[src/rtl/serv_ibus_fetch.sv]
`default_nettype none
// ============================================================================
// Module   : serv_ibus_fetch
// Purpose  : Instruction-fetch bridge between the SERV core ibus and a
//            Wishbone instruction memory. Registers the Wishbone request,
//            captures the returned word, hands it to the core with a single
//            cycle acknowledge, and aborts a fetch that waits TIMEOUT cycles
//            (returning ERR_INSN with an o_err pulse). TIMEOUT=0 disables
//            the abort.
// Options  : SERV_IBUS_PREFETCH_EN - one-entry sequential prefetch buffer,
//            refilled with the word at A+4 after every good fetch of A.
// Revision : 1.0 - initial release
// ============================================================================
module serv_ibus_fetch #(
    parameter int          AW       = 32,
    parameter int          TIMEOUT  = 255,
    parameter logic [31:0] ERR_INSN = 32'h00000000
) (
    input  logic          i_clk,
    input  logic          i_rst,
    input  logic [AW-1:0] i_ibus_adr,
    input  logic          i_ibus_cyc,
    output logic [31:0]   o_ibus_rdt,
    output logic          o_ibus_ack,
    output logic [AW-1:0] o_wb_adr,
    output logic          o_wb_cyc,
    input  logic [31:0]   i_wb_rdt,
    input  logic          i_wb_ack,
    output logic          o_err
);

    localparam int            CW         = (TIMEOUT > 0) ? $clog2(TIMEOUT + 1) : 1;
    localparam logic [CW-1:0] C_CNT_LAST = CW'((TIMEOUT > 0) ? TIMEOUT - 1 : 0);
    localparam logic [CW-1:0] C_CNT_MAX  = {CW{1'b1}};
    localparam logic [AW-1:0] C_ADR_STEP = AW'(4);

    typedef enum logic [1:0] {
        S_IDLE = 2'd0,
        S_REQ  = 2'd1,
`ifdef SERV_IBUS_PREFETCH_EN
        S_RESP = 2'd2,
        S_PF   = 2'd3
`else
        S_RESP = 2'd2
`endif
    } state_t;

    state_t        r_state,  w_state_nxt;
    logic [AW-1:0] r_wb_adr, w_wb_adr_nxt;
    logic          r_wb_cyc, w_wb_cyc_nxt;
    logic          r_ack,    w_ack_nxt;
    logic [31:0]   r_rdt,    w_rdt_nxt;
    logic          r_err,    w_err_nxt;
    logic [CW-1:0] r_cnt,    w_cnt_nxt;
    logic [CW-1:0] w_cnt_inc;
    logic          w_expired;
    logic          w_buf_hit;
    logic [31:0]   w_buf_dat;
    logic [AW-1:0] w_adr_aligned;
    logic [1:0]    w_unused_adr_lsb;

`ifdef SERV_IBUS_PREFETCH_EN
    // The buffer tag is r_wb_adr itself: nothing rewrites r_wb_adr while the
    // buffer is valid, because every new REQ or PF first invalidates it.
    logic          r_buf_vld, w_buf_vld_nxt;
    logic [31:0]   r_buf_dat, w_buf_dat_nxt;
    logic          w_tag_hit;

    assign w_tag_hit = (i_ibus_adr[AW-1:2] == r_wb_adr[AW-1:2]);
    assign w_buf_hit = r_buf_vld && w_tag_hit;
    assign w_buf_dat = r_buf_dat;
`else
    assign w_buf_hit = 1'b0;
    assign w_buf_dat = 32'h0;
`endif

    // The core byte-offset bits never reach the bus.
    assign w_unused_adr_lsb = i_ibus_adr[1:0];
    assign w_adr_aligned    = {i_ibus_adr[AW-1:2], 2'b00};

    // Saturating wait-cycle counter and expiry on its last allowed value.
    assign w_cnt_inc = (r_cnt == C_CNT_MAX) ? r_cnt : r_cnt + CW'(1);
    assign w_expired = (TIMEOUT != 0) && (r_cnt == C_CNT_LAST);

    // Next-state and next-output decode; all outputs are registered.
    always_comb begin
        w_state_nxt  = r_state;
        w_wb_adr_nxt = r_wb_adr;
        w_wb_cyc_nxt = r_wb_cyc;
        w_ack_nxt    = 1'b0;
        w_err_nxt    = 1'b0;
        w_rdt_nxt    = r_rdt;
        w_cnt_nxt    = r_cnt;
`ifdef SERV_IBUS_PREFETCH_EN
        w_buf_vld_nxt = r_buf_vld;
        w_buf_dat_nxt = r_buf_dat;
`endif
        case (r_state)
            S_IDLE: begin
                if (i_ibus_cyc) begin
                    if (w_buf_hit) begin
                        w_ack_nxt   = 1'b1;
                        w_rdt_nxt   = w_buf_dat;
                        w_state_nxt = S_RESP;
                    end else begin
                        w_wb_adr_nxt = w_adr_aligned;
                        w_wb_cyc_nxt = 1'b1;
                        w_cnt_nxt    = '0;
                        w_state_nxt  = S_REQ;
                    end
`ifdef SERV_IBUS_PREFETCH_EN
                    w_buf_vld_nxt = 1'b0;
`endif
                end
            end
            S_REQ: begin
                if (i_wb_ack) begin
                    w_rdt_nxt    = i_wb_rdt;
                    w_wb_cyc_nxt = 1'b0;
                    w_ack_nxt    = 1'b1;
                    w_state_nxt  = S_RESP;
                end else if (w_expired) begin
                    w_rdt_nxt    = ERR_INSN;
                    w_wb_cyc_nxt = 1'b0;
                    w_ack_nxt    = 1'b1;
                    w_err_nxt    = 1'b1;
                    w_state_nxt  = S_RESP;
                end else begin
                    w_cnt_nxt = w_cnt_inc;
                end
            end
            S_RESP: begin
                // i_ibus_cyc is still the old request here and is ignored.
`ifdef SERV_IBUS_PREFETCH_EN
                if (!r_err) begin
                    w_wb_adr_nxt = r_wb_adr + C_ADR_STEP;
                    w_wb_cyc_nxt = 1'b1;
                    w_cnt_nxt    = '0;
                    w_state_nxt  = S_PF;
                end else begin
                    w_state_nxt = S_IDLE;
                end
`else
                w_state_nxt = S_IDLE;
`endif
            end
`ifdef SERV_IBUS_PREFETCH_EN
            S_PF: begin
                if (i_wb_ack) begin
                    w_wb_cyc_nxt = 1'b0;
                    if (i_ibus_cyc && w_tag_hit) begin
                        // Core is already waiting for this word: forward it.
                        w_ack_nxt   = 1'b1;
                        w_rdt_nxt   = i_wb_rdt;
                        w_state_nxt = S_RESP;
                    end else if (i_ibus_cyc) begin
                        // Taken branch: drop the sequential word, refetch.
                        w_buf_vld_nxt = 1'b0;
                        w_state_nxt   = S_IDLE;
                    end else begin
                        w_buf_vld_nxt = 1'b1;
                        w_buf_dat_nxt = i_wb_rdt;
                        w_state_nxt   = S_IDLE;
                    end
                end else if (w_expired) begin
                    w_wb_cyc_nxt  = 1'b0;
                    w_buf_vld_nxt = 1'b0;
                    w_state_nxt   = S_IDLE;
                end else begin
                    w_cnt_nxt = w_cnt_inc;
                end
            end
`endif
            default: begin
                w_wb_cyc_nxt = 1'b0;
                w_state_nxt  = S_IDLE;
            end
        endcase
    end

    // State and output registers with synchronous reset.
    always_ff @(posedge i_clk) begin
        if (i_rst) begin
            r_state  <= S_IDLE;
            r_wb_adr <= '0;
            r_wb_cyc <= 1'b0;
            r_ack    <= 1'b0;
            r_rdt    <= 32'h0;
            r_err    <= 1'b0;
            r_cnt    <= '0;
`ifdef SERV_IBUS_PREFETCH_EN
            r_buf_vld <= 1'b0;
            r_buf_dat <= 32'h0;
`endif
        end else begin
            r_state  <= w_state_nxt;
            r_wb_adr <= w_wb_adr_nxt;
            r_wb_cyc <= w_wb_cyc_nxt;
            r_ack    <= w_ack_nxt;
            r_rdt    <= w_rdt_nxt;
            r_err    <= w_err_nxt;
            r_cnt    <= w_cnt_nxt;
`ifdef SERV_IBUS_PREFETCH_EN
            r_buf_vld <= w_buf_vld_nxt;
            r_buf_dat <= w_buf_dat_nxt;
`endif
        end
    end

    assign o_ibus_rdt = r_rdt;
    assign o_ibus_ack = r_ack;
    assign o_wb_adr   = r_wb_adr;
    assign o_wb_cyc   = r_wb_cyc;
    assign o_err      = r_err;

endmodule
`default_nettype wire

[config.mk]
export PLATFORM = sky130hd
export DESIGN_NAME = serv_ibus_fetch
export DESIGN_NICKNAME = d
export VERILOG_FILES = /design/src/rtl/serv_ibus_fetch.sv
export SDC_FILE = /design/constraint.sdc
export NUM_CORES = 1
export LEC_CHECK = 0
export CORE_MARGIN = 1
export CORE_UTILIZATION = 45
export CTS_BUF_LIST = sky130_fd_sc_hd__clkbuf_8
export DETAILED_ROUTE_END_ITERATION = 8
export MAX_ROUTING_LAYER = met4
export PLACE_DENSITY_LB_ADDON = 0.08
export SLEW_MARGIN = 15
export SYNTH_ARGS = -nofsm -noshare
export SYNTH_HDL_FRONTEND = slang
export SYNTH_SLANG_ARGS = --single-unit
export TNS_END_PERCENT = 100
[constraint.sdc]
create_clock -name i_clk -period 3.4 [get_ports i_clk]
set_clock_uncertainty 0.2 [all_clocks]
set_input_delay 0.68 -clock i_clk [delete_from_list [all_inputs] [get_ports i_clk]]
set_output_delay 0.68 -clock i_clk [all_outputs]
set_load 0.005 [all_outputs]
Word-level counts from Yosys, hierarchy flattened --
Index checks and enable logic that the tools add are counted.
Cells by class: add/subtract/negate cells 1, equality and inequality tests 9, mux-type cells 17, bitwise gates (word level) 2, reductions and logical operators 10
Operators with widths (number):
- $mux W32 | 2
- $mux W8 | 4
- $eq A8 B8 Y1 const B | 2
- $pmux W8 S2 | 1
- $add A8 B1 Y8 const B | 1
- $ne A2 B2 Y1 const B | 4
- $mux W2 | 3
- $reduce_and A2 Y1 | 3
- $mux W1 | 5
- $reduce_and A5 Y1 | 1
- $pmux W2 S2 | 1
- $reduce_bool A2 Y1 | 2
- $ne A3 B3 Y1 const B | 1
- $pmux W1 S3 | 1
- $reduce_and A3 Y1 | 1
- $reduce_or A3 Y1 | 1
- $eq A2 B1 Y1 const B | 1
- $eq A2 B2 Y1 const B | 1
- $logic_not A2 Y1 | 1
- $not A1 Y1 | 2
- $reduce_or A2 Y1 | 1
Storage, ports and cells: flip-flop bits (word level) 75, bits of input ports 68, output and inout port bits 67

Longest topological paths before layout --
word-level depth 5, mapped depth 7

Worst setup path after synthesis --
OpenSTA, ideal clock, no wires.
kind register -> register, start register r_cnt[0], end register r_cnt[1], setup time 0.121 ns, arrival time 1.433 ns, data required time 3.079 ns, slack 1.646 ns, stages on the path, launching flop included 7, period minus slack after synthesis 1.754 ns, path through dfxtp_1 > inv_1 > ha_1 > o211ai_1 > o211ai_4 > nand2_2 > mux2_4
On the way: cells in the longest elaborated chain, start to end 5, elaborated cells on any way between the ends 10, classes of those cells add/sub: 1; eq/ne: 4; mux: 4; reduce/logical: 1
RTL lines:
- start: declaration | line 54 | logic [CW-1:0] r_cnt, w_cnt_nxt;
- start signal: assignment | line 202 | r_cnt <= w_cnt_nxt;
- $add A8 B1 Y8 | line 82 | assign w_cnt_inc = (r_cnt == C_CNT_MAX) ? r_cnt : r_cnt + CW'(1);
- $mux W8 | line 82
- $mux W8 | line 122 | end else if (w_expired) begin
- $mux W8 | line 117 | if (i_wb_ack) begin
- $pmux W8 S2 | line 98 | case (r_state)
Several ways; a longest one is shown, not always the timed one. The select of a mux whose other input is x is not followed. A chain may end at the register's enable or synchronous reset.

Worst setup path after layout --
start input i_ibus_cyc, end register r_wb_adr[27], in the netlist o_wb_adr[27]
On the way: cells in the longest elaborated chain, start to end 1
RTL lines:
- start: declaration | line 22 | input logic i_ibus_cyc,
- $reduce_and A2 Y1 (no source line)
- end signal: assignment | line 197 | r_wb_adr <= w_wb_adr_nxt;
- end: declaration | line 49 | logic [AW-1:0] r_wb_adr, w_wb_adr_nxt;
Every way passes these cells.

==> results.toml <==
[run_status]
outcome = "finished, final reports clean"

[setup_path]
slowest_stage = "clkdlybuf4s50_1"
r2r_setup_slack_ps = 1450
worstSetupStartpointType = "primary input"
arrival_ps = 2170
path_max_fanout = 19
crit_path_end = "o_wb_adr[27]$_SDFFE_PP0P_"
critPathCaptureType = "register"
r2r_end = "o_ibus_rdt[11]$_SDFFE_PP0P_"
cp-startpoint = "i_ibus_cyc"
slowest_delay_ps = 480
worst-r2r-cell-count = 6
path_cells = "clkdlybuf4s50_1 -> and2_1 -> buf_4 -> nand2_1 -> a21oi_1"
critPathKind = "in2reg"
r2r_start = "r_cnt[1]$_SDFFE_PP0P_"
required_ps = 3460

[clocking]
clockBufferDepth = 2
ctsResizeCount = 0
holdBufCountCts = 0
cts_buffers = 9
post-cts-setup-buffers = 0
clk_latency_ps = 340
cts.clk_slew.worst_paths_ps = 70
cts_tree = "yes"
cts_sinks = 75
htreeDepth = 3
clockRootBuffer = "clkbuf_8"

[synthesis]
yosys_warnings = 0
synth.top_cell.area_share_pct = 54.7
synth_flop_cell = "dfxtp_1"
synthCells = 284
synth.area.top_cells = "dfxtp_1 (55%), a22o_1 (10%), nand2_1 (8.6%), a21oi_1 (6.4%), buf_2 (1.5%)"
yosysUniqueCellTypes = 41
syn_area_mm2 = 0.00275
avgSynthCellArea_um2 = 9.67
ys_seq_area_share_pct = 54.7
ys_seq_elements = 75
synth_edf_count = 0
async_flop_share_pct = 0
synth_top_area_cell = "dfxtp_1"

[route]
route.vias.total = 2488
drt_iter0_drc = 84
routed_via_density = 5.10
drtAntennaViolNets = 0
routed_wl_um = 6880
dr.pass1.iters = 4
drc_errors = 0
drt-wirelength-per-cell_um = 14.1

[timing]
hold_viol_final = 0
holdWs_ps = 253
setup_viol_count_final = 0
fin_crit_sh_pct = 62.1
slew_viol_final = 0
fin_setup_tns_ps = 0
tightest_slew_ps = 900
min_period_ps = 2110
rsz0062_at_grt = "no"
fmax_mhz = 473
relSlewSlack_pct = 40.0

[global_routing]
grt_pass1_wl_um = 10500
grt_max_degree = 48
track_usage_pct = 22.2
overflow = 0
grt_pass1_vias = 2226
antenna_found_initial = 0

[placement]
post-dp-hpwl_um = 4720
dp_cells = 474
port_buffers = 130
place_congestion = 0.733

[finish]
diodes = 0
final_cells = 488
layout.nets = 480
drive_gt1_share_pct = 6.78
syn2layout_area_growth_pct = 54.5

[hold_path]
hp-class = "reg2reg"

[die]
initial_core_util_pct = 46.4
dieArea_mm2 = 0.00642
die_y_um = 80.1
ios = 135
coreArea_mm2 = 0.00592
std_cell_rows = 28
dieWidth_um = 80.1

[power]
p_per_area_mw_per_mm2 = 437
p_leak_uw = 0.00157
peakVddDrop_v = 0.000268

[flow_run]
drv_cap = 0
==> flip-flops by register name, summed over array words and instances, names as in the netlist <==
| register | flops |
|---|---|
| o_ibus_rdt | 32 |
| o_wb_adr | 30 |
| r_cnt | 8 |
| r_state | 2 |
| o_err | 1 |
| o_ibus_ack | 1 |
| o_wb_cyc | 1 |
==> worst min-delay path by stage <==
stage	endpoint	depth (start not counted)	slack, ps	start
2_1_floorplan	o_wb_adr[10]$_SDFFE_PP0P_	2	250	o_wb_adr[10]$_SDFFE_PP0P_
3_3_place_gp	o_wb_adr[28]$_SDFFE_PP0P_	2	240	o_wb_adr[28]$_SDFFE_PP0P_
3_5_place_dp	o_wb_adr[5]$_SDFFE_PP0P_	2	250	o_wb_adr[5]$_SDFFE_PP0P_
4_1_cts	o_wb_adr[12]$_SDFFE_PP0P_	2	260	o_wb_adr[12]$_SDFFE_PP0P_
5_1_grt	o_wb_adr[30]$_SDFFE_PP0P_	2	270	o_wb_adr[30]$_SDFFE_PP0P_
6_report	o_wb_adr[12]$_SDFFE_PP0P_	2	250	o_wb_adr[12]$_SDFFE_PP0P_
==> cell usage after synthesis (2+ instances only) <==
cell type  number
buf_2           8
o21ai_1         2
buf_4           2
buf_6           3
nor4_1          2
buf_1           3
inv_1           2
nor3_1          5
and2_1          2
dfxtp_1        75
nand2_1        63
a22o_1         32
nor2_1          3
o21ai_0         3
nand4b_1        2
nand2b_1        2
nand3_1         6
clkbuf_1        4
ha_1            2
o31ai_1         2
nor3b_1         2
o21a_1          4
nor2b_1         2
a21oi_1        35
nand2_2         2
==> metal layers <==
layer	part of all wire [%]	track usage (%)	vias to the layer above
met4	1.4	10.7	0
met1	45	27.9	1135
li1	-	-	1243
met3	7.9	6.70	10
met5	0	-	-
met2	46	32.6	100
==> critical path: cells and delay by family <==
kind / cells / cell delay (ps)
buf+inv: 2 / 810
simple gates: 2 / 540
compound gates: 1 / 130
==> per-stage QoR <==
stage | util, % | setup slack [ps] | total power (µW) | instance area [µm²]
3_5_place_dp | 68.6 | 929 | 1230 | 4060
4_1_cts | 71.7 | 1290 | 1880 | 4240
3_3_place_gp | 68.6 | 946 | 1220 | 4060
5_1_grt | 71.7 | 1170 | 1940 | 4240
6_report | 71.7 | 1290 | 1860 | 4240
2_1_floorplan | - | 1650 | 1060 | 2750
==> kinds of logic (layout without fill, tap and decap cells) <==
| kind of cell | Yosys count | after routing | synth area share, % |
|---|---|---|---|
| compound gates | 85 | 85 | 22.2 |
| fa+ha+maj | 2 | 2 | 0.911 |
| buf+inv | 23 | 151 | 4.60 |
| flops | 75 | 75 | 54.7 |
| mux | 1 | 1 | 0.547 |
| other cells | 1 | 2 | 0.137 |
| simple gates | 97 | 97 | 16.9 |
==> power breakdown <==
group          total, µW  switching, µW  internal (µW)
sequential           940           21.1            919
combinational        267            104            163
clock                649            303            346
total               1860            429           1430
==> layout by cell type (no fill, tap or decap), types with 2 or more instances in the layout <==
cell type,count
and2_1,2
dfxtp_1,75
clkbuf_8,10
nor3_1,5
nand2b_1,2
nor2b_1,2
ha_1,2
clkdlybuf4s50_1,129
buf_4,4
o31ai_1,2
nor3b_1,2
a21oi_1,35
conb_1,2
nor4_1,2
nand3_1,6
o21ai_0,3
nand2_2,2
o21a_1,4
nand2_1,63
o21ai_1,2
nand4b_1,2
inv_1,4
nor2_1,3
a22o_1,32
==> area by class of cell <==
type                            count  area [µm²]
Sequential cell                    75        1500
Tap cell                           75        93.8
Inverter                            3        11.3
Clock buffer                       10         138
Fill cell                         457        1680
Clock inverter                      4        45.0
Timing Repair Buffer              134        1330
Multi-Input combinational cell    187        1130
No activity file was read; power rests on OpenSTA's default activity.
